`config.mk`:
```
export PLATFORM = sky130hd
export DESIGN_NAME = fetch_pc_unit_flat
export DESIGN_NICKNAME = d
export VERILOG_FILES = /design/src/rtl/fetch_pc_unit_pkg.sv /design/src/rtl/fetch_pc_unit_if.sv /design/src/rtl/fetch_pc_unit_pc_next_sel.sv /design/src/rtl/fetch_pc_unit.sv /design/src/flat_wrapper.sv
export SDC_FILE = /design/constraint.sdc
export NUM_CORES = 1
export LEC_CHECK = 0
export CAP_MARGIN = 20
export CORE_MARGIN = 10
export CORE_UTILIZATION = 60
export DETAILED_ROUTE_END_ITERATION = 16
export DONT_BUFFER_PORTS = 1
export GPL_ROUTABILITY_DRIVEN = 0
export PLACE_DENSITY_LB_ADDON = 0.08
export SLEW_MARGIN = 20
export SYNTH_ARGS = -nofsm -noshare
export SYNTH_HDL_FRONTEND = slang
export SYNTH_HIERARCHICAL = 1
export SYNTH_SLANG_ARGS = --single-unit
```
`constraint.sdc`:
```
create_clock -name clk -period 5 [get_ports clk]
set_input_delay 0.75 -clock clk [delete_from_list [all_inputs] [get_ports clk]]
set_output_delay 0.75 -clock clk [all_outputs]
set_load 0.02 [all_outputs]
```
`src/rtl/fetch_pc_unit_pkg.sv`:
```
// Shared constants for the fetch PC unit: opcode field, opcode codes, FSM encodings.
package fetch_pc_unit_pkg;

    localparam int DEFAULT_ADDR_W = 16;
    localparam int OPCODE_MSB     = 24;
    localparam int OPCODE_LSB     = 22;

    typedef enum logic [2:0] {
        OP_ADD  = 3'd0,
        OP_NOR  = 3'd1,
        OP_LW   = 3'd2,
        OP_SW   = 3'd3,
        OP_BEQ  = 3'd4,
        OP_JALR = 3'd5,
        OP_HALT = 3'd6,
        OP_NOOP = 3'd7
    } opcode_e;

    typedef enum logic [1:0] {
        ST_BOOT   = 2'd0,
        ST_FETCH  = 2'd1,
        ST_HALTED = 2'd2
    } fetch_state_e;

    function automatic logic [2:0] get_opcode(input logic [31:0] instr);
        return instr[OPCODE_MSB:OPCODE_LSB];
    endfunction

endpackage

```
`src/rtl/fetch_pc_unit_if.sv`:
```
// Fetch-side bus between the PC unit, instruction memory and the hazard/branch logic.
// FETCH_PERF_EN adds the fetch_count performance counter signal.
interface fetch_pc_unit_if #(
    parameter int ADDR_W = 16
);
    logic              stall;
    logic              redir_valid;
    logic [ADDR_W-1:0] redir_pc;
    logic [31:0]       imem_instr;
    logic [31:0]       pc;
    logic              instr_valid;
    logic [ADDR_W-1:0] instr_pc;
    logic              halted;
`ifdef FETCH_PERF_EN
    logic [31:0]       fetch_count;
`endif

    modport master (
        input  stall,
        input  redir_valid,
        input  redir_pc,
        input  imem_instr,
        output pc,
        output instr_valid,
        output instr_pc,
        output halted
`ifdef FETCH_PERF_EN
        , output fetch_count
`endif
    );

    modport slave (
        output stall,
        output redir_valid,
        output redir_pc,
        output imem_instr,
        input  pc,
        input  instr_valid,
        input  instr_pc,
        input  halted
`ifdef FETCH_PERF_EN
        , input  fetch_count
`endif
    );
endinterface

```
`src/rtl/fetch_pc_unit_pc_next_sel.sv`:
```
// Combinational next-state selector for the fetch PC unit.
// Priority inside FETCH: redirect > halt > stall > increment.
module fetch_pc_unit_pc_next_sel
    import fetch_pc_unit_pkg::*;
#(
    parameter int                ADDR_W   = DEFAULT_ADDR_W,
    parameter logic [ADDR_W-1:0] RESET_PC = '0,
    parameter logic [2:0]        HALT_OP  = OP_HALT
) (
    input  fetch_state_e      state_i,
    input  logic [ADDR_W-1:0] pc_i,
    input  logic [ADDR_W-1:0] instr_pc_i,
    input  logic              instr_valid_i,
    input  logic [31:0]       instr_i,
    input  logic              stall_i,
    input  logic              redir_valid_i,
    input  logic [ADDR_W-1:0] redir_pc_i,
    output fetch_state_e      state_o,
    output logic [ADDR_W-1:0] pc_o,
    output logic [ADDR_W-1:0] instr_pc_o,
    output logic              instr_valid_o
);

    logic unused_instr_bits;
    assign unused_instr_bits = ^{instr_i[31:OPCODE_MSB+1], instr_i[OPCODE_LSB-1:0]};

    always_comb begin
        state_o       = state_i;
        pc_o          = pc_i;
        instr_pc_o    = instr_pc_i;
        instr_valid_o = instr_valid_i;
        case (state_i)
            ST_BOOT: begin
                state_o       = ST_FETCH;
                pc_o          = RESET_PC + ADDR_W'(1);
                instr_pc_o    = RESET_PC;
                instr_valid_o = 1'b1;
            end
            ST_FETCH: begin
                if (redir_valid_i) begin
                    // Word already in flight belongs to the wrong path: squash it.
                    pc_o          = redir_pc_i;
                    instr_pc_o    = redir_pc_i;
                    instr_valid_o = 1'b0;
                end else if (instr_valid_i && get_opcode(instr_i) == HALT_OP) begin
                    state_o       = ST_HALTED;
                    instr_valid_o = 1'b0;
                end else if (!stall_i) begin
                    instr_pc_o    = pc_i;
                    pc_o          = pc_i + ADDR_W'(1);
                    instr_valid_o = 1'b1;
                end
            end
            ST_HALTED: begin
                instr_valid_o = 1'b0;
            end
            default: begin
                state_o       = ST_BOOT;
                pc_o          = RESET_PC;
                instr_pc_o    = RESET_PC;
                instr_valid_o = 1'b0;
            end
        endcase
    end

endmodule

```
`src/rtl/fetch_pc_unit.sv`:
```
// Program counter / fetch sequencer in front of a 1-cycle registered instruction memory.
// Define FETCH_PERF_EN to add the saturating fetch_count counter.
module fetch_pc_unit
    import fetch_pc_unit_pkg::*;
#(
    parameter int                ADDR_W   = DEFAULT_ADDR_W,
    parameter logic [ADDR_W-1:0] RESET_PC = '0,
    parameter logic [2:0]        HALT_OP  = OP_HALT
) (
    input logic             clk,
    input logic             rst_n,
    fetch_pc_unit_if.master bus
);

    fetch_state_e      state_q, state_d;
    logic [ADDR_W-1:0] pc_q, pc_d;
    logic [ADDR_W-1:0] instr_pc_q, instr_pc_d;
    logic              instr_valid_q, instr_valid_d;

    fetch_pc_unit_pc_next_sel #(
        .ADDR_W   (ADDR_W),
        .RESET_PC (RESET_PC),
        .HALT_OP  (HALT_OP)
    ) u_pc_next_sel (
        .state_i       (state_q),
        .pc_i          (pc_q),
        .instr_pc_i    (instr_pc_q),
        .instr_valid_i (instr_valid_q),
        .instr_i       (bus.imem_instr),
        .stall_i       (bus.stall),
        .redir_valid_i (bus.redir_valid),
        .redir_pc_i    (bus.redir_pc),
        .state_o       (state_d),
        .pc_o          (pc_d),
        .instr_pc_o    (instr_pc_d),
        .instr_valid_o (instr_valid_d)
    );

    always_ff @(posedge clk or negedge rst_n) begin
        if (!rst_n) begin
            state_q       <= ST_BOOT;
            pc_q          <= RESET_PC;
            instr_pc_q    <= RESET_PC;
            instr_valid_q <= 1'b0;
        end else begin
            state_q       <= state_d;
            pc_q          <= pc_d;
            instr_pc_q    <= instr_pc_d;
            instr_valid_q <= instr_valid_d;
        end
    end

    assign bus.pc          = 32'(pc_q);
    assign bus.instr_pc    = instr_pc_q;
    assign bus.instr_valid = instr_valid_q;
    assign bus.halted      = (state_q == ST_HALTED);

`ifdef FETCH_PERF_EN
    logic [31:0] fetch_count_q, fetch_count_d;

    // Never valid while halted, so the count holds there without a special case.
    always_comb begin
        fetch_count_d = fetch_count_q;
        if (instr_valid_q && fetch_count_q != 32'hFFFF_FFFF) begin
            fetch_count_d = fetch_count_q + 32'd1;
        end
    end

    always_ff @(posedge clk or negedge rst_n) begin
        if (!rst_n) begin
            fetch_count_q <= '0;
        end else begin
            fetch_count_q <= fetch_count_d;
        end
    end

    assign bus.fetch_count = fetch_count_q;
`endif

endmodule

```
`src/flat_wrapper.sv`:
```
// flat-port wrapper written by rule: the top's interface ports become plain ports
module fetch_pc_unit_flat import fetch_pc_unit_pkg::*;
#(
    parameter int                ADDR_W   = DEFAULT_ADDR_W,
    parameter logic [ADDR_W-1:0] RESET_PC = '0,
    parameter logic [2:0]        HALT_OP  = OP_HALT
)
  (clk, rst_n, bus_stall, bus_redir_valid, bus_redir_pc, bus_imem_instr, bus_pc, bus_instr_valid, bus_instr_pc, bus_halted);
  fetch_pc_unit_if #(.ADDR_W(ADDR_W)) bus_i ();
  input logic clk;
  input logic rst_n;
  input wire logic [$bits(bus_i.stall)-1:0] bus_stall;
  input wire logic [$bits(bus_i.redir_valid)-1:0] bus_redir_valid;
  input wire logic [$bits(bus_i.redir_pc)-1:0] bus_redir_pc;
  input wire logic [$bits(bus_i.imem_instr)-1:0] bus_imem_instr;
  output wire logic [$bits(bus_i.pc)-1:0] bus_pc;
  output wire logic [$bits(bus_i.instr_valid)-1:0] bus_instr_valid;
  output wire logic [$bits(bus_i.instr_pc)-1:0] bus_instr_pc;
  output wire logic [$bits(bus_i.halted)-1:0] bus_halted;
  assign bus_i.stall = bus_stall;
  assign bus_i.redir_valid = bus_redir_valid;
  assign bus_i.redir_pc = bus_redir_pc;
  assign bus_i.imem_instr = bus_imem_instr;
  assign bus_pc = bus_i.pc;
  assign bus_instr_valid = bus_i.instr_valid;
  assign bus_instr_pc = bus_i.instr_pc;
  assign bus_halted = bus_i.halted;
  fetch_pc_unit #(.ADDR_W(ADDR_W), .RESET_PC(RESET_PC), .HALT_OP(HALT_OP)) u_core (.clk(clk), .rst_n(rst_n), .bus(bus_i));
endmodule
```
# Word level (Yosys, flattened, before mapping)
# Index checks and enable logic that the tools add are counted.
# word_totals
reg_bits	35
output_inout_bits	50
in_bits	52
# op_classes
reduce_logical	4
add_sub_neg	1
n_bitwise	1
mux	15
n_eq_ne	8
# ops
op	n
2-to-1 mux 16 bit	6
one-hot mux 16 bit (3 select lines)	1
one-hot mux 16 bit (2 select lines)	1
adder 16 x 1 -> 16 bit (second input constant)	1
inequality test 3 bit (second input constant)	2
one-hot mux 2 bit (3 select lines)	1
AND reduction 3 bit	2
2-to-1 mux 2 bit	2
inequality test 2 bit (second input constant)	2
inequality test 4 bit (second input constant)	1
equality test 3 bit (second input constant)	1
2-to-1 mux 1 bit	3
equality test 2 x 1 -> 1 bit (second input constant)	1
equality test 2 bit (second input constant)	1
logical NOT 2 bit	1
one-hot mux 1 bit (2 select lines)	1
logical AND 1 bit	1
NOT 1 bit	1

# Depth between registers and ports, before layout
# Gate-level depths: netlist (run 1).
# logic_depth
word_depth	5
ltp_mapped	7
depth_no_buf	6

# Cells and area by module
# Netlist (run 1), hierarchy kept.
# by_module_without_submodules
mod	area_per_inst_um2	instances	cells_each
fetch_pc_unit_pc_next_sel	1487.7	1	251
fetch_pc_unit	1013.5	1	53

# Worst setup path after synthesis (run 1)
# Ideal clock, no wire load.
# synth_path
path_kind	in2reg
start	in bus_imem_instr[23]
end	reg u_core.pc_q[9]
cell_stages	6
setup_ns	0.129
arrival_time_ns	2.249
setup_slack_ns	2.623
path_cell_list	and4b_1 buf_6 or4_1 clkbuf_2 and4_4 a2111o_1
# synth_between
elab_chain_cells	4
# synth_rtl
element	line_no	text
start: declaration	flat_wrapper.sv:15	input wire logic [$bits(bus_i.imem_instr)-1:0] bus_imem_instr;
equality test 3 bit	fetch_pc_unit_pc_next_sel.sv:45	end else if (instr_valid_i && get_opcode(instr_i) == HALT_OP) begin
logical AND 1 bit	fetch_pc_unit_pc_next_sel.sv:45	
inequality test 3 bit (no line)	-	
AND reduction 3 bit (no line)	-	
end signal: assignment	fetch_pc_unit.sv:47	pc_q <= pc_d;
end: declaration	fetch_pc_unit.sv:16	logic [ADDR_W-1:0] pc_q, pc_d;
# Every way passes these cells.
# A chain may end at the register's enable or synchronous reset.

# Worst setup path in the final report (run 1)
# layout_path
start	reg u_core.pc_q[0]
end	reg u_core.pc_q[10]
# layout_between
elab_chain_cells	5
# layout_rtl
element	line_no	text
adder 16 x 1 -> 16 bit	fetch_pc_unit_pc_next_sel.sv:50	pc_o = pc_i + ADDR_W'(1);
2-to-1 mux 16 bit	fetch_pc_unit_pc_next_sel.sv:48	end else if (!stall_i) begin
2-to-1 mux 16 bit	fetch_pc_unit_pc_next_sel.sv:45	
2-to-1 mux 16 bit	fetch_pc_unit_pc_next_sel.sv:40	if (redir_valid_i) begin
one-hot mux 16 bit (3 select lines)	fetch_pc_unit_pc_next_sel.sv:32	case (state_i)
net u_core.pc_d[10]	fetch_pc_unit.sv:16	
# The timed path passes the listed nets, and every way through them passes these cells. The select of a mux whose other input is x is not followed.

==> metrics.md, run 1 <==
| Metric | Value |
|---|---|
| Largest family of logic cells by synthesized area | `compound AO/OA/AOI/OAI gates` |
| Crit path largest cell delay | `0.86 ns` |
| Total Wirelength | `7260 um` |
| Initial core utilization | `0.621` |
| Leakage | `around 1.0 nW` |
| Reg area | `between 800 and 900 um2` |
| Pwr per Cell Area | `626 mW/mm2` |
| Post-synthesis simple-gate area fraction | `0.227` |
| Crit path launch type | `flip-flop` |
| Root Driver | `clkbuf_8` |
| Top cells by instance count after synthesis | `41 x nand2_1, 35 x dfrtp_1, 32 x a21oi_1, 17 x clkbuf_1, 17 x o22ai_1` |
| Finished Layout Cells | `340` |
| Most common cell in the synthesized netlist | `nand2_1` |
| Synthesized area | `0.00250 mm2` |
| Post-route clock period utilization | `0.466` |
| Sequential share of the synthesized area | `0.350` |
| Skew final | `roughly 0.012 ns` |
| Final min period | `between 2 and 2.5 ns` |
| Yosys warning count | `6` |
| Ports | `slightly above 100` |
| # rows | `23` |
| Cell variety after synth | `56` |
| H-tree depth | `2` |
| # diodes | `0` |
| Compound-Gate Fraction of Synth Area | `0.277` |
| Required @ worst endpoint | `approximately 5.2 ns` |
| Mux cell area share after synthesis | `0.0160` |
| Area of the multi-input gates | `about 0.0014 mm2` |
| Slew @ Worst Pin | `around 1 ns` |
| Flop pwr share | `0.447` |
| Mapped Cells | `just over 300` |
| Detailed-route via count | `2,267` |
| Gr usage total | `0.201` |
| Max Fclk | `429 MHz` |
| Buf/Inv on CP | `0` |
| DR vias/cell | `roughly 6.7` |
| Cts hold-fix bufs | `0` |
| Ranking of synthesized cells by area | `dfrtp_1 35%, a21oi_1 6.4%, nand2_1 6.2%, buf_4 4.8%, o22ai_1 4.3%` |
| Die Ht | `84.6 um` |
| Skew-Pair Late Insertion Delay | `0.30 ns` |
| Number of flops mapped to enable cells by yosys | `0` |
| Crit path capture type | `flip-flop` |
| Final worst slack | `2.67 ns` |
| Postcts setup bufs | `0` |
| First-pass GRT wire length | `12,100 um` |
| PostCTS Resize Cnt | `0` |
| Initial drt markers | `210` |
| Yosys top cell area share | `0.350` |
| Syn Area/Cell | `between 8 and 9 um2` |
| Comb pwr share | `0.355` |
| Clk buf depth | `2` |
| Crit path max-delay cell type | `nor4_1` |
| Placed insts | `approximately 330` |
| Max-slew violations | `0` |
| Wire per inst | `21.4 um` |
| Pre-antenna DRT Iters | `4` |
| Setup TNS | `0 ns` |
| Number of global-route vias before repair | `2,248` |
| Sw Ratio | `0.477` |
| Slew HR | `0.337` |
| Antenna Nets Post-Route | `0` |
| Residual DRC | `0` |
| Cell Chain, Critical Path | `ha_1 -> nand3b_1 -> nor4_1 -> mux2i_1 -> nand3b_1` |
| Switching Power | `between 700 and 800 uW` |
| Chip width | `approximately 85 um` |
| Clock-pin slew of the registers on the worst-case setup and hold paths | `roughly 0.09 ns` |
| Asr flop ratio synth | `1.00` |
| Setup CP Type | `flip-flop to flip-flop` |
| Gr ovfl total | `0` |
| Power share of the clock group | `0.198` |
| CTS tree | `built` |
| Layout cells sized above 1 | `0.0621` |
| Setup repair after global routing missed its margin | `false` |
| Synthesized-area fraction occupied by adder cells | `0.0250` |
| Max FO, Critical Path | `7` |
| Ys flop type | `dfrtp_1` |
| Synth Area in XOR/XNOR | `0.00350` |
| Antenna violations before repair | `0` |
| Yosys top cell by area | `dfrtp_1` |
| TritonCTS Buffers | `5` |
| Fillers | `around 370` |
| Worst Setup Slack post-DPL | `2.53 ns` |
| Endpoints failing hold | `0` |
| Hold Path Class | `input port to async pin` |
| Setup violators final | `0` |
| Total Die Area | `0.00715 mm2` |
| Clock Sinks | `35` |
| CP most frequent cell | `nand3b_1` |
| Max_cap viols | `0` |
| Core Box Area | `about 0.0040 mm2` |
| Finished Cell Area | `roughly 0.0026 mm2` |
| Internal | `837 uW` |
| Area grow syn2layout | `2.35%` |
| FF+latch count, synth | `35` |
| CP arrival | `between 2 and 3 ns` |
| Status | `finished, final reports clean` |
| # nets final | `roughly 350` |
| Buffers on Ports | `0` |
| Peak supply drop | `about 0.37 mV` |
| Largest net degree at the start of global routing | `36` |
| HPWL after DPL | `approximately 4800 um` |
| Placed Area | `approximately 0.0024 mm2` |
| Top delay family on crit path | `simple AND/OR/NAND/NOR gates` |
[path summary, 6_finish.rpt]
path | from | slack [ns] | to | depth (start not counted)
min | rst_n | 0.13 | u_core/bus.instr_pc[7] | 0
max in group asynchronous | rst_n | 4.77 | u_core/state_q[1] | 0
min in group clk | bus_redir_valid | 0.60 | u_core/pc_q[2] | 2
max reg2reg | u_core/pc_q[0] | 2.67 | u_core/pc_q[10] | 5
max | u_core/pc_q[0] | 2.67 | u_core/pc_q[10] | 5
min reg2reg | u_core/state_q[0] | 0.65 | u_core/state_q[1] | 1
[flip-flops by register name, indices dropped and copies added, names as in the netlist]
name / flops
u_core/bus.instr_pc: 16
u_core/pc_q: 16
u_core/state_q: 2
u_core/bus.instr_valid: 1
[worst reg2reg max path: cells and delay by family, from the launching register on]
kind	cells	cell delay, ns
AND/OR/NAND/NOR	3	1.17
flip-flops	1	0.59
adder cells (fa/ha/maj)	1	0.30
multiplexers	1	0.17
[final cells by class]
cell class	instances	share of cell area
multi-input cells	236	0.560
well taps	50	0.0244
flip-flops and latches	35	0.342
repair buffers	3	0.00880
clock inverters	3	0.0264
clock buffers	5	0.0269
inverters	8	0.0117
[per-stage QoR]
| stage | utilization | hold slack [ns] | total power, mW |
|---|---|---|---|
| finish | 0.635 | 0.133 | 1.60 |
| global route | 0.635 | 0.125 | 1.71 |
| CTS | 0.635 | 0.128 | 1.60 |
| detailed placement | 0.602 | 0.456 | 1.29 |
| global placement | 0.602 | 0.456 | 1.27 |
| floorplan | - | 0.454 | 1.15 |
[cells in the final DEF (no fill, tap or decap), types with 3 or more instances in the layout]
cell	instances
clkbuf_8	5
nor2_1	9
a31o_2	4
o21a_1	11
and3_1	3
a32oi_1	3
conb_1	16
nor2b_1	9
ha_1	5
o22ai_1	17
a31oi_1	4
nor4_1	4
a21oi_1	32
o2111ai_1	3
a32o_1	4
inv_1	7
mux2i_1	4
nand4_1	6
nand2b_1	6
o21ai_0	9
nand2_1	41
dfrtp_1	35
nand3_1	9
buf_4	3
[logic make-up (layout without fill, tap and decap cells)]
logic type               Yosys count  count (layout)
AO/OA/AOI/OAI                    104             104
buffers and inverters             48              19
AND/OR/NAND/NOR                  106             106
adder cells (fa/ha/maj)            5               5
multiplexers                       4               4
XOR/XNOR                           1               1
flip-flops                        35              35
other                              1              16
[per-layer routing]
layer,track usage,up-vias,part of all wire
met1,0.234,1078,0.40
met2,0.316,109,0.47
met3,0.0918,13,0.12
li1,-,1067,-
met5,0,-,0
met4,0.0763,0,0.017
[power groups by stage]
| stage | combinational, mW | sequential, mW | clock (mW) |
|---|---|---|---|
| 2_1_floorplan | 0.501 | 0.646 | 0 |
| 3_3_place_gp | 0.547 | 0.721 | 0 |
| 6_report | 0.568 | 0.716 | 0.317 |
| 4_1_cts | 0.562 | 0.721 | 0.319 |
| 5_1_grt | 0.643 | 0.745 | 0.326 |
| 3_5_place_dp | 0.559 | 0.726 | 0 |
(Power assumes the default switching activity.)
==> inputs of run 2 (changes only) <==
==> constraint.sdc (replaced) <==
create_clock -name clk -period 2.18 [get_ports clk]
set_input_delay 0.327 -clock clk [delete_from_list [all_inputs] [get_ports clk]]
set_output_delay 0.327 -clock clk [all_outputs]
set_load 0.02 [all_outputs]
==> metrics.md, run 2 (synthesized netlist as in run 1, its figures left out) <==
| Metric | Value |
|---|---|
| Status | `finished, final reports clean` |
| # rows | `23` |
| Clock Sinks | `35` |
| Gr ovfl total | `0` |
| Post-route clock period utilization | `0.903` |
| Wire per inst | `between 15 and 20 um` |
| Setup violators final | `0` |
| DR vias/cell | `around 6.5` |
| Detailed-route via count | `2,389` |
| Clock-pin slew of the registers on the worst-case setup and hold paths | `~0.08 ns` |
| Buffers on Ports | `0` |
| Max-slew violations | `0` |
| Endpoints failing hold | `0` |
| Slew HR | `0.583` |
| Area grow syn2layout | `11.6%` |
| Gr usage total | `0.205` |
| Setup repair after global routing missed its margin | `false` |
| # nets final | `between 300 and 400` |
| HPWL after DPL | `about 5300 um` |
| Initial core utilization | `0.621` |
| Skew final | `~0.0066 ns` |
| Placed insts | `between 300 and 400` |
| PostCTS Resize Cnt | `0` |
| Clk buf depth | `2` |
| Pre-antenna DRT Iters | `4` |
| Most common cell after layout, fill and taps aside | `nand2_1` |
| Chip width | `between 80 and 90 um` |
| Layout cells sized above 1 | `0.139` |
| # diodes | `0` |
| Core Box Area | `between 0.004 and 0.005 mm2` |
| Initial drt markers | `177` |
| Max FO, Critical Path | `6` |
| H-tree depth | `2` |
| Residual DRC | `0` |
| Root Driver | `clkbuf_8` |
| CP arrival | `roughly 2.2 ns` |
| Slew @ Worst Pin | `0.624 ns` |
| Total Wirelength | `7330 um` |
| First-pass GRT wire length | `roughly 12,000 um` |
| Finished Cell Area | `0.00279 mm2` |
| CTS tree | `built` |
| Crit path launch type | `flip-flop` |
| Setup CP Type | `flip-flop to flip-flop` |
| Max Fclk | `508 MHz` |
| Required @ worst endpoint | `2.36 ns` |
| Final min period | `~2.0 ns` |
| Die Ht | `84.6 um` |
| Most frequent cells in the layout | `41 x nand2_1, 35 x dfrtp_1, 32 x a21oi_1` |
| Hold Path Class | `input port to flip-flop` |
| Antenna violations before repair | `0` |
| Ports | `a little over 100` |
| Peak supply drop | `around 0.87 mV` |
| Crit path capture type | `flip-flop` |
| Antenna Nets Post-Route | `0` |
| Setup TNS | `0 ns` |
| Total Die Area | `between 0.007 and 0.008 mm2` |
| Overall Power | `between 3 and 4 mW` |
| Leakage | `roughly 1.2 nW` |
| Pwr per Cell Area | `roughly 1400 mW/mm2` |
| TritonCTS Buffers | `5` |
| Number of global-route vias before repair | `between 2,000 and 2,500` |
| Skew-Pair Late Insertion Delay | `between 0.2 and 0.3 ns` |
| Largest net degree at the start of global routing | `36` |
| Max_cap viols | `0` |
| Finished Layout Cells | `367` |
| Placed Area | `roughly 0.0026 mm2` |
## run 2: metal layers
metal / GRT usage / part of all wire / up-vias
li1: - / - / 1120
met1: 0.245 / 0.40 / 1169
met2: 0.325 / 0.48 / 91
met3: 0.0879 / 0.10 / 9
met4: 0.0674 / 0.015 / 0
met5: 0 / 0 / -
## run 2: what timing repair did
action	in CTS	in global routing
endpoints found under the hold margin	35	0
hold buffers	2	0
setup buffers	0	0
## run 2: power by group
group / internal [mW] / switching, mW / total, mW
Sequential: 0.911 / 0.411 / 1.32
Combinational: 0.772 / 1.13 / 1.90
Clock: 0.456 / 0.254 / 0.710
Total: 2.14 / 1.80 / 3.94
## run 2: worst paths after layout
kind / from / endpoint / slack (ns) / depth (start not counted)
max in group asynchronous: rst_n / u_core/bus.instr_pc[14] / 1.47 / 2
min reg2reg: u_core/bus.instr_pc[13] / u_core/bus.instr_pc[13] / 0.66 / 2
max reg2reg: u_core/bus.instr_valid / u_core/pc_q[9] / 0.21 / 4
min in group asynchronous: rst_n / u_core/pc_q[9] / 0.51 / 2
max: u_core/bus.instr_valid / u_core/pc_q[9] / 0.21 / 4
min: bus_redir_valid / u_core/pc_q[15] / 0.19 / 2
## run 2: final cells by class
type | instances | area [um2]
multi-input cells | 236 | 1430
fillers | 359 | 1240
flip-flops and latches | 35 | 876
repair buffers | 30 | 253
clock buffers | 5 | 68.8
clock inverters | 3 | 67.6
well taps | 50 | 62.6
inverters | 8 | 30.0
## run 2: stage by stage
step                hold slack, ns   util  worst slack, ns
finish                       0.193  0.693            0.212
global route                 0.204  0.693            0.135
CTS                          0.186  0.693            0.221
detailed placement          0.0327  0.651            0.231
global placement            0.0327  0.651            0.226
floorplan                   0.0314      -           0.0708
## run 2: worst max-delay path, cell delays in order, from the launching register on
cell,delay [ns]
dfrtp_1,0.38
and4b_1,0.23
or4_1,0.65
and4_4,0.24
a2111o_1,0.37
